`src/rtl/vmc.sv`:
```
// vmc: three-item vending machine controller with greedy change return
module vmc (
  input  logic       CLOCK,
  input  logic       nRESET,
  input  logic       START,
  input  logic       OK,
  input  logic       CANCEL,
  input  logic       SELECT,
  input  logic       COIN_1,
  input  logic       COIN_5,
  input  logic       COIN_10,
  output logic [2:0] ITEM,
  output logic       DISPENSE,
  output logic       C1,
  output logic       C5,
  output logic       C10
);
  typedef enum logic [2:0] {IDLE, SEL, PAY, DISP, CHG} state_t;
  state_t     state, state_n;
  logic [6:0] credit, credit_n, price, price_n;
  logic [2:0] item_n;
  logic       disp_n, c1_n, c5_n, c10_n;
  logic [4:0] coins;
  logic [7:0] total;
  assign coins = (COIN_10 ? 5'd10 : 5'd0) + (COIN_5 ? 5'd5 : 5'd0) + (COIN_1 ? 5'd1 : 5'd0);
  assign total = {1'b0, credit} + {3'b0, coins};
  // state, credit and registered outputs update on the falling edge
  always_ff @(negedge CLOCK or posedge nRESET)
    if (nRESET) begin
      state    <= IDLE;
      credit   <= '0;
      price    <= '0;
      ITEM     <= '0;
      DISPENSE <= 1'b0;
      C1       <= 1'b0;
      C5       <= 1'b0;
      C10      <= 1'b0;
    end else begin
      state    <= state_n;
      credit   <= credit_n;
      price    <= price_n;
      ITEM     <= item_n;
      DISPENSE <= disp_n;
      C1       <= c1_n;
      C5       <= c5_n;
      C10      <= c10_n;
    end
  // next-state, credit bookkeeping and strobe generation
  always_comb begin
    state_n  = state;
    credit_n = credit;
    price_n  = price;
    item_n   = ITEM;
    disp_n   = 1'b0;
    c1_n     = 1'b0;
    c5_n     = 1'b0;
    c10_n    = 1'b0;
    case (state)
      IDLE: begin
        item_n  = START ? 3'b001 : 3'b000;
        state_n = START ? SEL : IDLE;
      end
      SEL:
        if (CANCEL) begin
          state_n = IDLE;
          item_n  = 3'b000;
        end else if (OK) begin
          state_n  = PAY;
          credit_n = '0;
          price_n  = ITEM[2] ? 7'd12 : ITEM[1] ? 7'd5 : 7'd3;
        end else if (SELECT)
          item_n = {ITEM[1:0], ITEM[2]};
      PAY:
        if (CANCEL)
          state_n = CHG;
        else if (OK) begin
          if (credit >= price) begin
            state_n  = DISP;
            credit_n = credit - price;
            disp_n   = 1'b1;
          end
        end else if (!SELECT && total <= 8'd99)
          credit_n = total[6:0];
      DISP: begin
        state_n = credit != '0 ? CHG : IDLE;
        item_n  = credit != '0 ? ITEM : 3'b000;
      end
      CHG: begin
        c10_n    = credit >= 7'd10;
        c5_n     = !c10_n && credit >= 7'd5;
        c1_n     = !c10_n && !c5_n && credit != '0;
        credit_n = credit - (c10_n ? 7'd10 : c5_n ? 7'd5 : c1_n ? 7'd1 : 7'd0);
        state_n  = credit_n == '0 ? IDLE : CHG;
        item_n   = credit_n == '0 ? 3'b000 : ITEM;
      end
      default: begin
        state_n = IDLE;
        item_n  = 3'b000;
      end
    endcase
  end
endmodule

```
`config.mk`:
```
export PLATFORM = sky130hd
export DESIGN_NAME = vmc
export DESIGN_NICKNAME = d
export VERILOG_FILES = /design/src/rtl/vmc.sv
export SDC_FILE = /design/constraint.sdc
export NUM_CORES = 1
export LEC_CHECK = 0
export CORE_ASPECT_RATIO = 1.4
export CORE_UTILIZATION = 39
export CTS_BUF_LIST = sky130_fd_sc_hd__clkbuf_16
export DETAILED_ROUTE_END_ITERATION = 8
export PLACE_DENSITY = 0.58
export SETUP_SLACK_MARGIN = 0.2
export SLEW_MARGIN = 20
export SYNTH_ARGS = -nofsm -noshare
export SYNTH_HDL_FRONTEND = slang
export SYNTH_SLANG_ARGS = --single-unit
```
`constraint.sdc`:
```
create_clock -name CLOCK -period 9 [get_ports CLOCK]
set_input_delay 0.9 -clock CLOCK [delete_from_list [all_inputs] [get_ports CLOCK]]
set_output_delay 0.9 -clock CLOCK [all_outputs]
set_load 0.05 [all_outputs]
```
==> results.yml, run 1 <==
worst_setup_path:
  path_max_fanout: 7
  r2r.worst_path.cells: 11
  crit_required_ns: 4.63
  critPathKind: "in -> reg"
  regToRegSetupSlack_ns: 5.57
  cp-end-kind: "flip-flop"
  arrival_ns: 3.69
  worstSetupStartpointType: "input port"
  r2r-end: "ITEM[0]"
  reg2reg_from: "credit[4]"
floorplan:
  coreArea_um2: 4640
  die_height_um: 85.0
  chipWidth_um: 61.3
  rows: 29
  dieArea_um2: 5210
  initial_core_util_pct: 41.4
  io_pins: 16
sta:
  worst_pin_slew_ns: 0.841
  hold_viol: 0
  holdWs_ns: 0.427
  finalSetupViolCount: 0
  max-slew-margin-rel_pct: 43.9
  fin_tns_setup_ns: 0
  drv_slew: 0
  fin_skew_ns: 0.00353
  rsz0062_at_grt: "false"
logic_synthesis:
  synth_cells: 222
  netlist_area_um2: 1920
  async_flop_share_pct: 100
  yosysSeqAreaShare_pct: 27.4
  synth_fp_nets: 246
  ys_seq_elements: 21
  avgSynthCellArea_um2: 8.65
  synth_cell_types: 56
  synth_edf_count: 0
  yosysWarnings: 0
  synth_ff_type: "dfrtn_1"
clocking:
  path_clk_slew_ns: 0.05
  cts_root_buf: "clkbuf_16"
  clock_path_buffers: 2
  cts_tree: "yes"
  cts-htree-levels: 1
  cts_buffers: 3
  post_cts_buffers: 0
  cts_sinks: 21
  clkLatencyLatePin_ns: 0.28
  cts_resized: 0
  cts_hold_buf: 0
grt:
  antenna_found_initial: 0
  grt_max_degree: 22
  grt_pass1_vias: 1691
  grt_use_total_pct: 20.7
  grt_overflow: 0
  grt_pass1_wl_mm: 8.11
route:
  vias: 1674
  antenna_left: 0
  drtIter0Drc: 73
  wl_mm: 4.71
  viasPerCell: 5.67
  firstDrtPassIters: 4
  drc: 0
  wire_per_inst_um: 16.0
placed_design:
  place.gp.congestion: 0.907
  io_buffers: 15
  dpl.hpwl_mm: 3.71
final_layout:
  antennaDiodeCount: 0
  fin_nets: 258
  syn_to_final_growth_pct: 13.7
  drive_above_1_share_pct: 6.87
hold_path:
  hold_start: "price[1]"
  hold_end: "price[1]"
  hold_path_depth: 1
  hold_class: "reg -> reg"
run:
  max_cap_viol_count: 0
pwr:
  power-per-cell-area_nw_per_um2: 362
  irDropWorstVdd_mv: 0.183
  power.leakage_nw: 0.900
run_status:
  status: "complete, no violations"
## Yosys cell counts, types with 2 or more instances
library cell	instances	area share, %
nand2b_1	4	1.3
nand2_1	20	3.9
and3_1	2	0.65
xor2_1	2	0.91
buf_2	2	0.52
xnor2_1	4	1.8
nor3_1	7	1.8
dfrtn_1	21	27
o31a_1	3	1.4
nand3_1	4	1.0
a211o_1	2	0.91
o21a_1	4	1.6
nor2b_1	6	2.0
buf_6	2	1.2
o221ai_1	2	0.91
nor2_1	14	2.7
or3_1	3	0.98
a21o_1	4	1.6
mux2_4	4	3.1
nand3b_1	2	0.78
mux2i_1	5	2.6
clkbuf_1	4	0.78
a211oi_1	5	2.0
o22ai_1	5	1.6
nor4_1	4	1.3
ha_1	11	7.2
o21ai_0	14	3.6
fa_1	4	4.2
inv_1	15	2.9
a21oi_1	14	3.6
or3b_1	2	0.91
a31oi_1	3	0.98
## worst max-delay path: stages
cell and delay (ns):
clkdlybuf4s50_1 0.50, fa_1 0.23, inv_1 0.07, fa_1 0.40, nand2b_1 0.19, a211oi_1 0.26
xnor2_1 0.13, or4_4 0.58, nand2_8 0.12, mux2_4 0.30
## worst max-delay path by stage
| stage | from | end | depth (start not counted) |
|---|---|---|---|
| 2_1_floorplan | COIN_1 | credit[0] | 9 |
| 3_5_place_dp | COIN_5 | credit[2] | 10 |
| 6_report | COIN_5 | credit[3] | 10 |
| 4_1_cts | COIN_5 | credit[2] | 10 |
| 5_1_grt | COIN_5 | credit[2] | 10 |
| 3_3_place_gp | COIN_5 | credit[2] | 10 |
## flip-flops by register name (all words and copies together), names as in the netlist
signal	flops
state	3
C10	1
C5	1
C1	1
price	4
DISPENSE	1
credit	7
ITEM	3
## metal layers
layer,vias up,part of all wire [%],track usage [%]
li1,837,-,-
met2,25,51,34.6
met5,-,0,0
met1,804,46,27.3
met3,8,1.8,1.52
met4,0,1.4,7.02
## cells in the final DEF (no fill, tap or decap), types with 2 or more instances in the layout
master | netlist | final
mux2i_1 | 5 | 5
nand3b_1 | 2 | 2
clkdlybuf4s50_1 | 0 | 15
a31oi_1 | 3 | 3
o221ai_1 | 2 | 2
mux2_4 | 4 | 4
nand2_1 | 20 | 20
nand3_1 | 4 | 4
nor3_1 | 7 | 7
o31a_1 | 3 | 3
nor2b_1 | 6 | 6
nand2b_1 | 4 | 4
or3b_1 | 2 | 2
o21ai_0 | 14 | 14
inv_1 | 15 | 15
nor4_1 | 4 | 4
a211o_1 | 2 | 2
o21a_1 | 4 | 4
xor2_1 | 2 | 2
fa_1 | 4 | 4
a21oi_1 | 14 | 14
clkbuf_16 | 0 | 3
dfrtn_1 | 21 | 21
and3_1 | 2 | 2
nor2_1 | 14 | 14
o22ai_1 | 5 | 5
or3_1 | 3 | 3
a21o_1 | 4 | 4
ha_1 | 11 | 11
a211oi_1 | 5 | 5
xnor2_1 | 4 | 4
## cells by family (layout without fill, tap and decap cells)
| group | count (synthesis) | after routing | share of synthesized area, % |
|---|---|---|---|
| adders and majority gates | 15 | 15 | 11.3 |
| buffers and inverters | 25 | 36 | 5.99 |
| DFF | 21 | 21 | 27.4 |
| and+or+nand+nor | 78 | 78 | 23.1 |
| xor gates and xnor gates | 6 | 6 | 2.74 |
| muxes | 10 | 10 | 6.32 |
| AOI/OAI and AO/OA | 67 | 67 | 23.2 |
## report_power, final
part | total [mW] | switching, mW | internal (mW)
clock | 0.0967 | 0.0366 | 0.0602
combinational | 0.519 | 0.293 | 0.225
sequential | 0.175 | 0.0512 | 0.124
total | 0.791 | 0.381 | 0.410
## per-stage QoR
step	cells	area, um^2	worst slack, ns	util [%]	power [mW]
2_1_floorplan	222	1920	1.33	-	0.583
3_3_place_gp	291	2100	0.695	45.2	0.694
3_5_place_dp	291	2100	0.642	45.2	0.693
5_1_grt	295	2180	0.819	47.0	0.876
6_report	295	2180	0.940	47.0	0.791
4_1_cts	295	2180	0.938	47.0	0.795
## layout make-up
class                           count  area, um^2
Multi-Input combinational cell    176        1280
Tap cell                           62        77.6
Sequential cell                    21         526
Clock buffer                        3        75.1
Clock inverter                      1        7.51
Timing Repair Buffer               16         158
Inverter                           16        60.1
Fill cell                         505        2460
Note: power is estimated with default switching activity, not from simulation.
==> inputs of run 2 (changes only) <==
Settings changed: ABC_AREA set to 0.
==> results of run 2 <==
No change in the layout: final DEF, timing and power equal those of run 1.
==> inputs of run 3 (changes only) <==
Settings changed: SKIP_LAST_GASP set to 1.
==> results of run 3 <==
No change in the layout: final DEF, timing and power equal those of run 1.
